[config.mk]
export PLATFORM = sky130hd
export DESIGN_NAME = wb_gpmc_master
export DESIGN_NICKNAME = d
export VERILOG_FILES = /design/src/rtl/wb_gpmc_master.sv
export SDC_FILE = /design/constraint.sdc
export NUM_CORES = 1
export LEC_CHECK = 0
export ABC_CLOCK_PERIOD_IN_PS = 2200
export CELL_PAD_IN_SITES_DETAIL_PLACEMENT = 0
export CELL_PAD_IN_SITES_GLOBAL_PLACEMENT = 2
export CORE_AREA = 4 4 102 104
export DETAILED_ROUTE_END_ITERATION = 6
export DIE_AREA = 0 0 106 108
export GPL_ROUTABILITY_DRIVEN = 0
export PLACE_DENSITY = 0.81
export SYNTH_ARGS = -nofsm -noshare
export SYNTH_HDL_FRONTEND = slang
export SYNTH_SLANG_ARGS = --single-unit
[constraint.sdc]
create_clock -name wb_clk -period 2.2 [get_ports wb_clk]
set_clock_uncertainty 0.05 [all_clocks]
set_input_delay 0.55 -clock wb_clk [delete_from_list [all_inputs] [get_ports wb_clk]]
set_output_delay 0.55 -clock wb_clk [all_outputs]
set_load 0.01 [all_outputs]
[src/rtl/wb_gpmc_master.sv]
// wb_gpmc_master
//   Wishbone slave that turns each single-beat request into one asynchronous
//   GPMC bus cycle with programmable setup / strobe / hold phases, then
//   returns a one-cycle wb_ack_o.
//
// Parameters
//   SETUP_CYC    (1..15)  address/NCS setup cycles before the strobe
//   STROBE_CYC   (1..15)  NWE/NOE low cycles
//   HOLD_CYC     (0..15)  cycles after the strobe with NCS and data held
//   WAIT_TIMEOUT (1..255) maximum wait-extension cycles (wait feature only)
//
// Ports
//   wb_clk, wb_rst            clock, asynchronous active-high reset
//   wb_adr_i[10:0]            byte address (bit 0 ignored)
//   wb_dat_i / wb_dat_o       write data / captured read data
//   wb_sel_i[1:0]             byte lanes
//   wb_cyc_i/stb_i/we_i       request, wb_ack_o single-cycle completion
//   GPMC_A[9:0]               word address (wb_adr_i[10:1])
//   GPMC_D_out/D_in/D_oe      split data bus and its output enable
//   GPMC_NBE[1:0]             active-low byte enables
//   GPMC_NCS/NWE/NOE          active-low controls
//
// Build option
//   WB_GPMC_WAIT_EN  adds GPMC_WAIT (in, active-high, 2-flop synchronised)
//                    and wait_timeout (out, sticky until wb_rst). While the
//                    synchronised wait is high after STROBE_CYC has elapsed,
//                    the strobe is extended for at most WAIT_TIMEOUT cycles.

module wb_gpmc_master #(
  parameter int SETUP_CYC    = 2,
  parameter int STROBE_CYC   = 4,
  parameter int HOLD_CYC     = 1,
  parameter int WAIT_TIMEOUT = 255
) (
  input  logic        wb_clk,
  input  logic        wb_rst,
  input  logic [10:0] wb_adr_i,
  input  logic [15:0] wb_dat_i,
  output logic [15:0] wb_dat_o,
  input  logic [1:0]  wb_sel_i,
  input  logic        wb_cyc_i,
  input  logic        wb_stb_i,
  input  logic        wb_we_i,
  output logic        wb_ack_o,
  output logic [9:0]  GPMC_A,
  output logic [15:0] GPMC_D_out,
  input  logic [15:0] GPMC_D_in,
  output logic        GPMC_D_oe,
  output logic [1:0]  GPMC_NBE,
  output logic        GPMC_NCS,
  output logic        GPMC_NWE,
  output logic        GPMC_NOE
`ifdef WB_GPMC_WAIT_EN
  ,
  input  logic        GPMC_WAIT,
  output logic        wait_timeout
`endif
);

  localparam logic [2:0] IDLE   = 3'd0;
  localparam logic [2:0] SETUP  = 3'd1;
  localparam logic [2:0] STROBE = 3'd2;
  localparam logic [2:0] HOLD   = 3'd3;
  localparam logic [2:0] ACK    = 3'd4;

  // Counters load "phase length - 1" and count down to zero.
  localparam logic [3:0] SETUP_LD  = 4'(SETUP_CYC - 1);
  localparam logic [3:0] STROBE_LD = 4'(STROBE_CYC - 1);
  localparam logic [3:0] HOLD_LD   = 4'(HOLD_CYC - 1);

  if (SETUP_CYC < 1 || SETUP_CYC > 15 || STROBE_CYC < 1 || STROBE_CYC > 15 ||
      HOLD_CYC < 0 || HOLD_CYC > 15 || WAIT_TIMEOUT < 1 || WAIT_TIMEOUT > 255)
  begin : g_bad_param
    $error("wb_gpmc_master: timing parameter out of range");
  end

  logic [2:0]  state;
  logic [3:0]  cnt;
  logic [9:0]  adr_q;
  logic [15:0] dat_q;
  logic [1:0]  sel_q;
  logic        we_q;
  logic        abort_q;  // master dropped cyc during this access
  logic        active;
  logic        extend;
  logic        unused_adr0;

  assign unused_adr0 = wb_adr_i[0];

`ifdef WB_GPMC_WAIT_EN
  localparam logic [7:0] WAIT_LIMIT = 8'(WAIT_TIMEOUT);

  logic [1:0] wait_sync;
  logic [7:0] ext_cnt;

  assign extend = wait_sync[1] && (ext_cnt != WAIT_LIMIT);

  always_ff @(posedge wb_clk or posedge wb_rst) begin
    if (wb_rst) begin
      wait_sync    <= '0;
      ext_cnt      <= '0;
      wait_timeout <= 1'b0;
    end else begin
      wait_sync <= {wait_sync[0], GPMC_WAIT};
      // SETUP always precedes STROBE, so clearing here reloads on entry.
      if (state == SETUP)
        ext_cnt <= '0;
      else if (state == STROBE && cnt == '0 && extend)
        ext_cnt <= ext_cnt + 8'd1;
      if (state == STROBE && cnt == '0 && wait_sync[1] && ext_cnt == WAIT_LIMIT)
        wait_timeout <= 1'b1;
    end
  end
`else
  assign extend = 1'b0;
`endif

  always_ff @(posedge wb_clk or posedge wb_rst) begin
    if (wb_rst) begin
      state    <= IDLE;
      cnt      <= '0;
      adr_q    <= '0;
      dat_q    <= '0;
      sel_q    <= '0;
      we_q     <= 1'b0;
      abort_q  <= 1'b0;
      wb_dat_o <= '0;
    end else begin
      case (state)
        IDLE: begin
          if (wb_cyc_i && wb_stb_i) begin
            adr_q   <= wb_adr_i[10:1];
            dat_q   <= wb_dat_i;
            sel_q   <= wb_sel_i;
            we_q    <= wb_we_i;
            abort_q <= 1'b0;
            cnt     <= SETUP_LD;
            state   <= SETUP;
          end
        end
        SETUP: begin
          if (cnt == '0) begin
            cnt   <= STROBE_LD;
            state <= STROBE;
          end else begin
            cnt <= cnt - 4'd1;
          end
        end
        STROBE: begin
          if (cnt != '0) begin
            cnt <= cnt - 4'd1;
          end else if (!extend) begin
            if (!we_q)
              wb_dat_o <= GPMC_D_in;
            if (HOLD_CYC == 0) begin
              cnt   <= '0;
              state <= ACK;
            end else begin
              cnt   <= HOLD_LD;
              state <= HOLD;
            end
          end
        end
        HOLD: begin
          if (cnt == '0)
            state <= ACK;
          else
            cnt <= cnt - 4'd1;
        end
        ACK:     state <= IDLE;
        default: state <= IDLE;
      endcase

      if (state != IDLE && !wb_cyc_i)
        abort_q <= 1'b1;
    end
  end

  always_comb begin
    active     = (state == SETUP) || (state == STROBE) || (state == HOLD);
    GPMC_NCS   = !active;
    GPMC_A     = adr_q;
    GPMC_D_out = dat_q;
    GPMC_NBE   = active ? ~sel_q : 2'b11;
    GPMC_D_oe  = active && we_q;
    GPMC_NWE   = !(state == STROBE && we_q);
    GPMC_NOE   = !(state == STROBE && !we_q);
    wb_ack_o   = (state == ACK) && !abort_q && wb_cyc_i;
  end

endmodule

==> results of run 1 <==
==> repair_timing <==
action | 4_1_cts | 5_1_grt
pin swaps | 0 | 1
endpoints found under the setup margin | 7 | 3
resized for setup | 8 | 4
hold buffers | 0 | 0
gates cloned | 0 | 0
==> worst max-delay path by stage <==
stage | startpoint | depth (start not counted) | slack, ns | to
after floorplan | cnt[0] | 7 | 0.09 | wb_dat_o[0]
after global placement | wb_cyc_i | 3 | -0.16 | wb_ack_o
after detailed placement | wb_cyc_i | 3 | -0.17 | wb_ack_o
after CTS | state[0] | 3 | 0.007 | GPMC_NWE
after global routing | state[0] | 4 | 0.02 | GPMC_D_oe
final | state[0] | 4 | 0.1 | GPMC_D_oe
==> critical path: cells and delay by family, from the launching register on <==
kind	cells	cell delay, ns
compound gates	1	0.23
buf+inv	2	0.44
flops	1	0.38
simple gates	1	0.16
==> metrics by stage <==
stage	instances	TNS, ns	cell area (um^2)
6_report	394	0	3540
5_1_grt	394	0	3540
4_1_cts	394	0	3540
3_5_place_dp	386	-0.174	3430
3_3_place_gp	386	-0.163	3430
2_1_floorplan	152	0	2230
==> kinds of logic (layout without fill, tap and decap cells) <==
kind of cell | count (synthesis) | after routing | share of synthesized area
xor gates and xnor gates | 1 | 1 | 0.00392
buffers and inverters | 15 | 124 | 0.0364
AOI/OAI and AO/OA | 15 | 15 | 0.0510
DFF | 53 | 53 | 0.594
and+or+nand+nor | 21 | 21 | 0.0610
muxes | 46 | 46 | 0.249
adders and majority gates | 1 | 1 | 0.00560
==> registers in the layout, indices dropped and copies added (netlist names) <==
register    count
GPMC_A         10
GPMC_D_out     16
abort_q         1
cnt             4
sel_q           2
state           3
wb_dat_o       16
we_q            1
==> routing by layer <==
| metal | wire length, um | track usage | vias to the layer above |
|---|---|---|---|
| met5 | 0 | 0 | - |
| met4 | 26 | 0.0139 | 0 |
| met3 | 499 | 0.0448 | 4 |
| met2 | 2470 | 0.153 | 70 |
| met1 | 2330 | 0.123 | 783 |
| li1 | - | - | 752 |
==> cell usage in the layout, fill, tap and decap left out, types with 2 or more instances in the layout <==
master,count
a211oi_1,3
a21oi_1,2
buf_12,2
buf_4,9
clkbuf_8,5
clkdlybuf4s50_1,90
dfrtp_1,52
dlygate4sd2_1,5
inv_1,7
mux2_2,36
mux2_4,10
nand2_1,3
nand2b_1,2
nand3_1,3
nor2_1,3
nor3_1,2
o21ai_0,2
or3_1,2
==> power groups by stage <==
stage / sequential (W) / combinational, W / clock (W)
2_1_floorplan: 0.00192 / 0.00102 / 0
3_3_place_gp: 0.00174 / 0.00246 / 0
3_5_place_dp: 0.00175 / 0.00249 / 0
4_1_cts: 0.00174 / 0.00247 / 0.000716
5_1_grt: 0.00181 / 0.00262 / 0.000748
6_report: 0.00174 / 0.00242 / 0.000676
==> layout make-up <==
type                    count  area [um^2]
clock buffers               5         68.8
clock inverters             3         43.8
fillers                   960         6010
inverters                   8         30.0
multi-input cells          84          833
flip-flops and latches     53         1330
well taps                 133          166
repair buffers            108         1070
==> run summary, run 1 <==
The number of buffers added on ports is 97. The average footprint of a synthesized cell is 14.7 um^2. The number of violations reported at the end of detailed-routing iteration 0 came out at 57. The site row count came out at 36. The number of antenna violations at the first check in global routing came to 0.

The required time of the worst setup path is 1.60 ns. The commonest cells after synthesis are dfrtp_1, mux2_2, mux2_4. The path with the worst hold slack has its endpoint at abort_q. The TritonCTS clock tree is done. The number of buffers inserted to repair setup after CTS is 0. The delay of the slowest cell on the worst path is 0.38 ns. The switching share of power is 0.312. For this design, the slowest cell found on the critical path is dfrtp_1. The kind of launch point of the worst setup path is a flip-flop. In the post-synthesis netlist, the biggest area contributors are dfrtp_1, mux2_2, mux2_4. The root buffer cell is clkbuf_8. The via count came out at 1,609. Of the synthesized area, sequential elements account for 0.594. The power density relative to cell area is 1370 mW/mm^2. The floorplan step set the die height to 108 um.

The switching power summed over all nets came out at 0.00151 W. The flop-to-flop setup slack is 0.12 ns. The number of enable-type register cells in the synthesized netlist came out at 0. In the synthesized netlist the async set-or-reset flop fraction comes to 1.00.

The pin count of the biggest net entering global routing is 54. The post-detailed-route via-to-cell ratio is 4.08. The post-layout worst setup margin came out at 0.0986 ns. The netlist area before placement is 0.00223 mm^2. The total track usage is 0.0960. The data arrival at the endpoint of the critical path came out at 1.50 ns. The Yosys step of the flow raised 0 warnings.

Across all hold checks on the routed design, the worst slack comes to 0.453 ns. Of the total power, registers draw 0.360. The peak supply drop is 0.501 mV.

Among all flip-flop cells after synthesis, the most frequent one is dfrtp_1. The biggest area consumer among synthesized cells is dfrtp_1. The start of the worst register-to-register path is cnt[0]. The clock net in this run drives a total of 53 sinks. The run finished with clean final reports. The worst slew margin relative to its limit is 0.653. The critical path goes through buf_4 > o21ba_4 > and2_1 > dlygate4sd2_1. The combinational power share came out at 0.501. The synthesis-stage register bit count is 53.

After legalization and detailed placement, the total HPWL measured 4020 um. The area of the die came out at 0.0114 mm^2. In this run, CTS created clock tree buffers numbering 5. Synthesis produced a netlist whose cell count is 152.

The overall overflow remaining after global route came out at 0. The H-tree generated during clock tree synthesis spans 2 levels. The ratio of final minimum period to clock period is 0.955. The fraction of layout instances using a drive strength above 1 came out at 0.272.

The count of nets left with antenna violations after detail routing came out at 0. The clock group share of total power came out at 0.140. 0 antenna diodes ended up in the layout. The leakage power is 1.51 nW. The number of setup violations in the final report came out at 0.

The share of synthesized area in the top cell type comes to 0.594. From synthesis to final layout, the design area changed by 58.3%. The count of boundary I/O pins came out at 99. The number of violations of the max-capacitance limit came out at 0. The core region is 0.00955 mm^2. The wire length of the first global-routing pass came out at 8910 um. The final count of hold timing violations is 0. The final layout net count is 311. The internal power contribution came out at 0.00332 W. The tightest min-delay check is of the reg2reg type. The floorplan step set the die width to 106 um.

For the pin with the worst max-slew slack, the measured transition is 0.517 ns. Counting instances, the worst hold path has a depth of 1. After clock tree synthesis, the clock-pin slew on the worst setup and hold paths is 0.10 ns. The number of buffers on the longest clock path is 2. The initial utilization of the core area, before any placement, comes to 0.234. The type of the worst setup path is reg2out. Setup repair after global routing left no endpoint under its margin. The final max-slew violation count came out at 0. The clock network latency to the later pin of the worst-skew pair came out at 0.30 ns.

The number of global-route vias before repair came to 1,780. The count of cell types in the netlist came out at 33. The total iterations of the first detailed-routing run came out at 4. The upper clock frequency limit came out at 476 MHz. The depth of the most critical reg-to-reg path came out at 6. The final core area utilization came out at 0.370. Prior to clock tree synthesis, the placed netlist has a worst setup slack of -0.174 ns.

The net count of the mapped netlist is 203. The total length of routed wires is 5330 um. After detailed routing, the average wire length per cell comes to 13.5 um.

The routed design could run at a clock period as short as 2.10 ns. The startpoint of the tightest hold check path is abort_q. The total power consumption of the routed design came out at 0.00483 W. The element type at the critical path end is a primary output. The DRC violation count after routing came out at 0. The worst register-to-register path ends at wb_dat_o[14].

The maximum net fanout on the critical path is 7. The most common cell in the synthesized netlist is dfrtp_1.
Note: power is estimated with default switching activity, not from simulation.
==> inputs of run 2 (changes only) <==
- SLEW_MARGIN: unset -> 20
==> results of run 2 <==
Final layout, timing and power as in run 1 (identical DEF).
==> inputs of run 3 (changes only) <==
- GPL_ROUTABILITY_DRIVEN: 0 -> unset
==> results of run 3 <==
Final layout, timing and power as in run 1 (identical DEF).
